==> src/rtl/serial_sub_pkg.sv <==
// Shared definitions for the bit-serial subtractor.
//   S_IDLE / S_RUN / S_DONE : FSM state encodings. 2'd3 is unused and recovers to S_IDLE.
//   WIDTH_MAX               : widest legal operand width.
//   is_busy()               : state decode shared by the top level.
package serial_sub_pkg;

  localparam int unsigned WIDTH_MAX = 32;

  typedef logic [1:0] state_t;

  localparam state_t S_IDLE = 2'd0;
  localparam state_t S_RUN  = 2'd1;
  localparam state_t S_DONE = 2'd2;

  // busy covers both the shifting phase and the one-cycle result phase
  function automatic logic is_busy(input state_t s);
    return (s == S_RUN) || (s == S_DONE);
  endfunction

endpackage

==> src/rtl/serial_subtractor_if.sv <==
// Start/done handshake bundle for serial_subtractor.
//   start, a, b, bin : request and operands, driven by the controller (master)
//   busy, done       : status, driven by the subtractor (slave)
//   diff, bout       : registered result and borrow-out, driven by the subtractor
interface serial_subtractor_if #(
  parameter int unsigned WIDTH = 2
);

  logic             start;
  logic [WIDTH-1:0] a;
  logic [WIDTH-1:0] b;
  logic             bin;
  logic             busy;
  logic             done;
  logic [WIDTH-1:0] diff;
  logic             bout;

  modport master (
    output start, a, b, bin,
    input  busy, done, diff, bout
  );

  modport slave (
    input  start, a, b, bin,
    output busy, done, diff, bout
  );

endinterface

==> src/rtl/full_subtractor.sv <==
// 1-bit combinational full subtractor: d = a - b - bin (mod 2), bout = borrow out.
//   a    : minuend bit
//   b    : subtrahend bit
//   bin  : borrow in
//   d    : difference bit
//   bout : borrow out, set when a < b + bin
module full_subtractor (
  input  logic a,
  input  logic b,
  input  logic bin,
  output logic d,
  output logic bout
);

  logic axb;

  assign axb  = a ^ b;
  assign d    = axb ^ bin;
  // borrow when b exceeds a outright, or when a == b and a borrow comes in
  assign bout = (~a & b) | (~axb & bin);

endmodule

==> src/rtl/serial_subtractor.sv <==
// Bit-serial subtractor with borrow: diff = a - b - bin over WIDTH cycles, LSB first.
// One full_subtractor is time-shared across all bit positions.
//   clk  : rising-edge clock
//   rst  : asynchronous, active-high reset
//   bus  : serial_subtractor_if slave modport
//          start/a/b/bin sampled only in idle; busy/done/diff/bout all registered
// Timing: start accepted at edge k -> done high for the cycle after edge k+WIDTH,
// next request accepted at edge k+WIDTH+2 at the earliest.
module serial_subtractor
  import serial_sub_pkg::*;
#(
  parameter int unsigned WIDTH = 2
) (
  input  logic                 clk,
  input  logic                 rst,
  serial_subtractor_if.slave   bus
);

  // wide enough to hold WIDTH itself so WIDTH=1 still gets a 1-bit counter
  localparam int unsigned CW = $clog2(WIDTH + 1);

  state_t           state_q, state_d;
  logic [CW-1:0]    cnt_q, cnt_d;
  logic [WIDTH-1:0] a_q, a_d;
  logic [WIDTH-1:0] b_q, b_d;
  logic [WIDTH-1:0] res_q, res_d;
  logic [WIDTH-1:0] diff_q, diff_d;
  logic             br_q, br_d;
  logic             bout_q, bout_d;

  logic             fs_d;
  logic             fs_bout;
  logic [WIDTH-1:0] res_shift;
  logic             last_bit;

  full_subtractor u_fs (
    .a    (a_q[0]),
    .b    (b_q[0]),
    .bin  (br_q),
    .d    (fs_d),
    .bout (fs_bout)
  );

  // new difference bit enters at the MSB so the LSB-first stream lands in order
  assign res_shift = (res_q >> 1) | (WIDTH'(fs_d) << (WIDTH - 1));
  assign last_bit  = (cnt_q == CW'(WIDTH - 1));

  always_comb begin
    state_d = state_q;
    cnt_d   = cnt_q;
    a_d     = a_q;
    b_d     = b_q;
    res_d   = res_q;
    br_d    = br_q;
    diff_d  = diff_q;
    bout_d  = bout_q;

    case (state_q)
      S_IDLE: begin
        if (bus.start) begin
          a_d     = bus.a;
          b_d     = bus.b;
          br_d    = bus.bin;
          cnt_d   = '0;
          res_d   = '0;
          state_d = S_RUN;
        end
      end

      S_RUN: begin
        a_d   = a_q >> 1;
        b_d   = b_q >> 1;
        br_d  = fs_bout;
        res_d = res_shift;
        cnt_d = cnt_q + CW'(1);
        if (last_bit) begin
          // result registers update only here; they hold through later runs
          diff_d  = res_shift;
          bout_d  = fs_bout;
          state_d = S_DONE;
        end
      end

      S_DONE: begin
        state_d = S_IDLE;
      end

      default: begin
        state_d = S_IDLE;
      end
    endcase
  end

  always_ff @(posedge clk or posedge rst) begin
    if (rst) begin
      state_q <= S_IDLE;
      cnt_q   <= '0;
      a_q     <= '0;
      b_q     <= '0;
      res_q   <= '0;
      br_q    <= 1'b0;
      diff_q  <= '0;
      bout_q  <= 1'b0;
    end else begin
      state_q <= state_d;
      cnt_q   <= cnt_d;
      a_q     <= a_d;
      b_q     <= b_d;
      res_q   <= res_d;
      br_q    <= br_d;
      diff_q  <= diff_d;
      bout_q  <= bout_d;
    end
  end

  // status is a pure decode of registered state, so no input reaches an output
  assign bus.busy = is_busy(state_q);
  assign bus.done = (state_q == S_DONE);
  assign bus.diff = diff_q;
  assign bus.bout = bout_q;

endmodule

==> src/flat_wrapper.sv <==
// flat-port wrapper written by rule: the top's interface ports become plain ports
module serial_subtractor_flat import serial_sub_pkg::*;
#(
  parameter int unsigned WIDTH = 2
)
  (clk, rst, bus_start, bus_a, bus_b, bus_bin, bus_busy, bus_done, bus_diff, bus_bout);
  serial_subtractor_if #(.WIDTH(WIDTH)) bus_i ();
  input  logic clk;
  input  logic rst;
  input wire logic [$bits(bus_i.start)-1:0] bus_start;
  input wire logic [$bits(bus_i.a)-1:0] bus_a;
  input wire logic [$bits(bus_i.b)-1:0] bus_b;
  input wire logic [$bits(bus_i.bin)-1:0] bus_bin;
  output wire logic [$bits(bus_i.busy)-1:0] bus_busy;
  output wire logic [$bits(bus_i.done)-1:0] bus_done;
  output wire logic [$bits(bus_i.diff)-1:0] bus_diff;
  output wire logic [$bits(bus_i.bout)-1:0] bus_bout;
  assign bus_i.start = bus_start;
  assign bus_i.a = bus_a;
  assign bus_i.b = bus_b;
  assign bus_i.bin = bus_bin;
  assign bus_busy = bus_i.busy;
  assign bus_done = bus_i.done;
  assign bus_diff = bus_i.diff;
  assign bus_bout = bus_i.bout;
  serial_subtractor #(.WIDTH(WIDTH)) u_core (.clk(clk), .rst(rst), .bus(bus_i));
endmodule
==> config.mk <==
export PLATFORM = sky130hd
export DESIGN_NAME = serial_subtractor_flat
export DESIGN_NICKNAME = d
export VERILOG_FILES = /design/src/rtl/serial_sub_pkg.sv /design/src/rtl/serial_subtractor_if.sv /design/src/rtl/full_subtractor.sv /design/src/rtl/serial_subtractor.sv /design/src/flat_wrapper.sv
export SDC_FILE = /design/constraint.sdc
export NUM_CORES = 1
export LEC_CHECK = 0
export BUFFER_PORTS_ARGS = -buffer_cell sky130_fd_sc_hd__buf_2
export CORE_AREA = 2 2 41 43
export CTS_CLUSTER_SIZE = 28
export DETAILED_ROUTE_END_ITERATION = 10
export DIE_AREA = 0 0 43 45
export PLACE_DENSITY = 0.86
export SYNTH_ARGS = -nofsm -noshare
export SYNTH_HDL_FRONTEND = slang
export SYNTH_SLANG_ARGS = --single-unit
==> constraint.sdc <==
create_clock -name clk -period 1.7 [get_ports clk]
set_input_delay 0.51 -clock clk [delete_from_list [all_inputs] [get_ports clk]]
set_output_delay 0.51 -clock clk [all_outputs]
set_load 0.05 [all_outputs]
---- Word-level counts from Yosys, hierarchy flattened ----
Index checks and enable logic that the tools add are counted.
word-level totals
  bits in writable memories ............... 0
  memories kept ........................... 0
  logic and storage cells ................. 40
  bits in registers ....................... 14
  bits in read-only memories .............. 0
  input port bits ......................... 8
  output and inout port bits .............. 5
  latch bits .............................. 0
cells by class
  $add $sub $neg .......................... 1
  div/mod/pow operators ................... 0
  muxes and demuxes ....................... 12
  magnitude comparators ................... 0
  reductions and logical operators ........ 6
  multipliers ............................. 0
  equality and inequality tests ........... 5
  bitwise logic cells ..................... 8
  shift-type cells ........................ 0
operator list
  kind                 count
  $pmux 2 s2           5
  $mux 2               5
  $reduce_and 2->1     3
  $eq 2x1->1 const B   2
  $add 2x1->2 const B  1
  $and 1x1->1          2
  $eq 2x2->1 const B   1
  $logic_not 2->1      1
  $ne 2x1->1 const B   1
  $ne 2x2->1 const B   1
  $not 1->1            2
  $or 1x2->2           1
  $pmux 1 s2           1
  $reduce_bool 2->1    1
  $xor 1x1->1          2
  $logic_or 1x1->1     1
  $mux 1               1
  $or 1x1->1           1

---- Depth between registers and ports, before layout ----
Gate-level depths: netlist of run 1.
  depth after elaboration ................. 5
  mapped depth ............................ 7
  depth with buffers taken out ............ 5

---- Modules after synthesis ----
Synthesis of run 1 repeated with hierarchy kept, for this count alone.
unflattened totals
  cells, all modules ...................... 72
  area, all modules ....................... 780.7 um2
by module, submodules not included
  module             area an instance (um2)  times used  cells each
  serial_subtractor  749.5                   1           68
  full_subtractor    31.3                    1           4

---- Least setup slack after synthesis of run 1 ----
OpenSTA, ideal clock, no wires.
  path type ............................... register -> output
  start ................................... register u_core.state_q[1]
  end ..................................... output bus_busy
  path buffers ............................ 0
  data arrival time ....................... 0.938 ns
  data required time ...................... 1.190 ns
  path slack .............................. 0.252 ns
  stages on the path, launching flop included .. 3
  cells stage by stage .................... dfrtp_1 > inv_1 > ha_1
on the way
  word-level cells in the longest chain between the ends .. 2
  elaborated cells between the ends (all ways) .. 3
  classes of those cells .................. eq/ne (2); reduce/logical (1)
RTL lines
  item                                             line                      RTL
  start: declaration                               serial_subtractor.sv:22   state_t state_q, state_d;
  start signal: assignment                         serial_subtractor.sv:105  state_q <= state_d;
  $eq 2x1->1 / $eq 2x2->1 (equally long branches)  serial_sub_pkg.sv:17      return (s == S_RUN) || (s == S_DONE);
  $logic_or 1x1->1 (*)                             serial_sub_pkg.sv:17
  end: declaration                                 flat_wrapper.sv:14        output wire logic [$bits(bus_i.busy)-1:0] bus_busy;
Every way passes the cells marked *; elsewhere a longest branch is shown, timed or not.

---- Final worst setup path of run 1 ----
Same ends and word-level chain as after synthesis.

==> run summary, run 1 <==
status: complete, no violations
layout cells sized above 1: 28.3%
FF+latch area: 325 um2
gr ovfl total: 0
Syn Std Cell Area: 756 um2
Yosys Warn Count: 0
multi-input combinational cell area: 382 um2
Slew Viols, Final: 0
Final period util: 97.6%
Final HPWL DP: 990 um
Layout area overhead: 17.7%
Final setup viols: 0
setup_tns: 0 ns
DP Worst Slack: 0.226 ns
critical path capture point type: primary output
Syn Inst Count: 75
clock latency on the worst-skew pair: 0.29 ns
die height: 45 um
Design Area, Final: 890 um2
CTS Root Cell: clkbuf_4
FILL cells: 132
sequential cell area fraction in the yosys report: 43.0%
Hold Slack: 0.226 ns
worst slew pin tran: 0.489 ns
Syn Nets: 88
largest net degree at the start of global routing: 19
Area after DPL: 827 um2
slew margin rel.: 67.4%
vias in the first global route: 569
vias per inst: 5.50
IO Pins: 13
initial drt markers: 13
RSZ-0062 raised after global routing: false
initial antenna violation count: 0
GPL Wtd Cong: 0.758
WS Path Type: flop to primary output
Final Worst Setup Slack: 0.0402 ns
CTS sink cnt: 13
Nets: 106
DIE WIDTH: 43 um
GRT Overall Usage: 17.6%
max_cap viols: 0
EDFF count, synth: 0
Top FF cell, synth: dfrtp_1
Ant. Diodes: 0
vias: 594
worst hold path type: input port to asynchronous set/reset pin
CTS tree: built
critical path launch point type: flop
ys async rst share: 100%
Final Hold Viols: 0
syn avg cell area: 10.1 um2
min Tclk post-route: 1.66 ns
Num CTS Buffers: 3
Critical Path AT: 1.15 ns
core area: 0.00147 mm2
fmax: 602 MHz
WP data required: 1.19 ns
CTS Buffer Depth: 2
DR pass1 iterations: 4
Clock transition at path regs: 0.08 ns
DRC: 0
synthesized flop and latch total: 13
number of core rows: 14
CP Max Fanout: 3
global-route wire length before repair: 2440 um
routed length per placed instance: 13.6 um
unique cell type count in the Yosys netlist: 33
Initial Util: 51.4%
Worst Skew: 0.00642 ns
WL final: 1470 um
I/O Buffers: 12
Antenna Nets Post-Route: 0
die area: 0.00194 mm2
H-Tree Depth: 1
-- cells by family after synthesis --
group / Yosys count / share of synthesized area, %
compound gates: 20 / 18.5
simple gates: 21 / 15.6
buf+inv: 12 / 8.11
flops: 13 / 43.0
mux: 3 / 4.30
xor+xnor: 1 / 1.16
fa+ha+maj: 5 / 9.27
-- final timing paths --
check / startpoint / cells past startpoint / endpoint / slack (ns)
min in group clk: bus_b[1] / 3 / u_core.b_q[1]$_DFFE_PP0P_ / 0.45
worst min register to register: u_core.bus.bout$_DFFE_PP0P_ / 2 / u_core.bus.bout$_DFFE_PP0P_ / 0.48
worst min-delay path: rst / 2 / u_core.br_q$_DFFE_PP0P_ / 0.23
worst max-delay path: u_core.state_q[1]$_DFFE_PP0P_ / 3 / bus_busy / 0.04
max in group asynchronous: rst / 2 / u_core.state_q[1]$_DFFE_PP0P_ / 1.14
worst max register to register: u_core.state_q[0]$_DFFE_PP0P_ / 5 / u_core.bus.diff[0]$_DFFE_PP0P_ / 0.19
-- worst max-delay path, stage by stage (launching register included) --
cell and delay [ns]:
dfrtp_1 0.39, inv_2 0.07, ha_4 0.26, buf_6 0.15
-- area by class of cell --
cell class                      count  share of cell area, %
Multi-Input combinational cell     50                   42.9
Tap cell                           16                   2.25
Inverter                            8                   3.38
Timing Repair Buffer               17                   12.0
Sequential cell                    13                   36.6
Clock buffer                        4                   2.95
-- state kept, by name, indices dropped and copies added (netlist names) --
signal           cells
u_core.a_q           2
u_core.b_q           2
u_core.br_q          1
u_core.bus.bout      1
u_core.bus.diff      2
u_core.cnt_q         2
u_core.res_q         1
u_core.state_q       2
-- cells in the mapped netlist, types with 2 or more instances --
master | number | share of area (%)
a21oi_1 | 2 | 1.3
a22o_1 | 4 | 4.6
buf_4 | 2 | 2.0
dfrtp_1 | 13 | 43
ha_1 | 4 | 6.6
inv_1 | 8 | 4.0
mux2_1 | 2 | 3.0
nand2_1 | 7 | 3.5
nor2_1 | 4 | 2.0
o21ai_0 | 2 | 1.3
o21ai_1 | 5 | 3.3
-- repair_timing --
item                                    4_1_cts  5_1_grt
setup buffers                                 0        2
endpoints found under the hold margin         0        0
gates resized for setup                       2        5
hold buffers                                  0        0
endpoints found under the setup margin        1        2
-- per-layer routing --
layer	up-vias	wire length [um]	track usage, %
met3	4	72	7.20
met5	-	0	0
met1	282	631	20.1
met4	0	24	7.27
li1	294	-	-
met2	14	744	29.7
-- through the flow --
stage | cells | utilization (%)
global placement | 102 | 56.2
global route | 108 | 60.5
finish | 108 | 60.5
detailed placement | 102 | 56.2
floorplan | 75 | -
CTS | 106 | 58.4
-- placed cells by master (no fill, tap or decap), drive strengths merged, types with 2 or more instances in the layout --
cell type  count
buf           17
nor2b          3
a21oi          2
a22o           4
mux2           2
nor2           4
clkbuf         4
nand2          7
inv            8
dfrtp         13
o21ai          7
ha             4
Power of run 1 is left out: the tool's default activity adds up to more than one toggle a clock period on the data nets, which glitch-free logic cannot reach.
==> run 2, diff against run 1 <==
- CORE_AREA: 2 2 41 43 -> 2 2 42 44
- DIE_AREA: 0 0 43 45 -> 0 0 44 46
- PLACE_DENSITY: 0.86 -> 0.73
- SETUP_SLACK_MARGIN: default -> 0.2
- SYNTH_HIERARCHICAL: default -> 1
==> run summary, run 2 <==
status: complete, no violations
WL final: 1450 um
Final Hold Viols: 0
critical path, cell by cell: inv_2 -> ha_4 -> buf_8
Num CTS Buffers: 3
GPL Wtd Cong: 0.807
largest net degree at the start of global routing: 14
Initial Util: 48.4%
DR pass1 iterations: 3
syn avg cell area: 10.8 um2
Layout area overhead: 16.0%
WS Path Type: flop to primary output
die height: 46 um
crit path max-delay cell type: dfrtp_1
Nets: 101
DRC: 0
core area: 0.00161 mm2
max_cap viols: 0
Syn Inst Count: 72
Ant. Diodes: 0
Yosys Warn Count: 6
Final HPWL DP: 1110 um
global-route wire length before repair: 2350 um
setup_tns: 0 ns
vias in the first global route: 544
Final setup viols: 0
min Tclk post-route: 1.63 ns
Clock transition at path regs: 0.07 ns
Hold Slack: 0.246 ns
clock latency on the worst-skew pair: 0.27 ns
GRT Overall Usage: 16.8%
EDFF count, synth: 0
unique cell type count in the Yosys netlist: 24
fmax: 613 MHz
sequential cell area fraction in the yosys report: 41.7%
Worst Skew: 0.000982 ns
area leader, netlist: dfrtp_1
Final period util: 96.0%
die area: 0.00202 mm2
Hold Buf Count CTS: 0
WP data required: 1.19 ns
Synth top cells by count: dfrtp_1, inv_1, o22ai_1, a21oi_1
I/O Buffers: 12
vias: 564
critical path capture point type: primary output
vias per inst: 5.42
most common cell after layout, fill and taps aside: dfrtp_1
worst hold path type: input port to asynchronous set/reset pin
Slew Viols, Final: 0
CP Max Fanout: 3
Syn Nets: 85
worst slew pin tran: 0.498 ns
initial antenna violation count: 0
critical path launch point type: flop
CTS Root Cell: clkbuf_4
initial drt markers: 1
gr ovfl total: 0
Synth top area share: 41.7%
max incr delay on CP: 0.40 ns
Antenna Nets Post-Route: 0
Syn Std Cell Area: 781 um2
routed length per placed instance: 13.9 um
synthesized flop and latch total: 13
largest delay contributor family on the critical path: flip-flops
CTS Buffer Depth: 2
number of core rows: 15
slew margin rel.: 66.8%
Critical Path AT: 1.12 ns
count leader, synth: dfrtp_1
Critical path buffers and inverters: 2
FILL cells: 146
IO Pins: 13
top cells by area, synth: dfrtp_1, ha_1, mux2_4
ys async rst share: 100%
DIE WIDTH: 44 um
CTS sink cnt: 13
layout cells sized above 1: 35.6%
RSZ-0062 raised after global routing: true
Top FF cell, synth: dfrtp_1
CTS tree: built
H-Tree Depth: 1
commonest cells after routing, fill and taps aside: dfrtp_1, buf_2, inv_1, o22ai_1, a21oi_1
fin util: 56.1%
## run 2: cell type report
type                            instances  area, um2  share of cell area (%)
Inverter                                8       30.0                    3.31
Timing Repair Buffer                   15       98.8                    10.9
Sequential cell                        13        325                    35.9
Tap cell                               17       21.3                    2.35
Clock buffer                            4       26.3                    2.90
Multi-Input combinational cell         47        404                    44.6
## run 2: kinds of logic (layout without fill, tap and decap cells)
group                    after synthesis  count (layout)  share of synthesized area (%)
XOR/XNOR                               1               1                           1.12
AO/OA/AOI/OAI                         22              22                           18.3
adder cells (fa/ha/maj)                5               5                           8.97
AND/OR/NAND/NOR                       12              12                           9.78
buffers and inverters                 12              27                           8.81
flip-flops                            13              13                           41.7
multiplexers                           7               7                           11.4
## run 2: worst register-to-register path, stage by stage, from the launching register on
cell	delay, ns
dfrtp_1	0.40
inv_2	0.10
ha_2	0.31
buf_4	0.21
nand2_4	0.07
mux2_4	0.30
## run 2: layer usage
metal  share of wire, %  up-vias  GRT usage (%)  routed length, um
met1                 46      268           18.9                665
li1                   -      284              -                  -
met2                 49       10           27.6                710
met4                1.2        0           7.88                 17
met3                3.8        2           7.14                 55
met5                  0        -              0                  0
## run 2: through the flow
step | std cells | setup WS [ns] | area (um2)
2_1_floorplan | 72 | 0.261 | 781
3_3_place_gp | 99 | 0.166 | 838
3_5_place_dp | 99 | 0.110 | 838
4_1_cts | 104 | 0.0600 | 897
5_1_grt | 104 | 0.00208 | 906
6_report | 104 | 0.0687 | 906
## run 2: worst paths after layout
path	endpoint	from	slack [ns]	depth (start not counted)
hold / removal	u_core/bus.diff[1]$_DFFE_PP0P_	rst	0.25	2
setup / recovery	bus_busy	u_core/state_q[1]$_DFFE_PP0P_	0.07	3
hold reg to reg	u_core/bus.diff[1]$_DFFE_PP0P_	u_core/bus.diff[1]$_DFFE_PP0P_	0.51	1
max in group asynchronous	u_core/state_q[0]$_DFFE_PP0P_	rst	1.12	2
min in group clk	u_core/bus.diff[1]$_DFFE_PP0P_	u_core/bus.diff[1]$_DFFE_PP0P_	0.51	1
setup reg to reg	u_core/bus.diff[1]$_DFFE_PP0P_	u_core/state_q[1]$_DFFE_PP0P_	0.20	5
## run 2: what timing repair did
| action | CTS | global route |
|---|---|---|
| resized for setup | 7 | 3 |
| buffers inserted | 1 | 0 |
| pin swaps | 1 | 1 |
| endpoints found under the setup margin | 10 | 14 |
Power of run 2 is left out for the same reason.
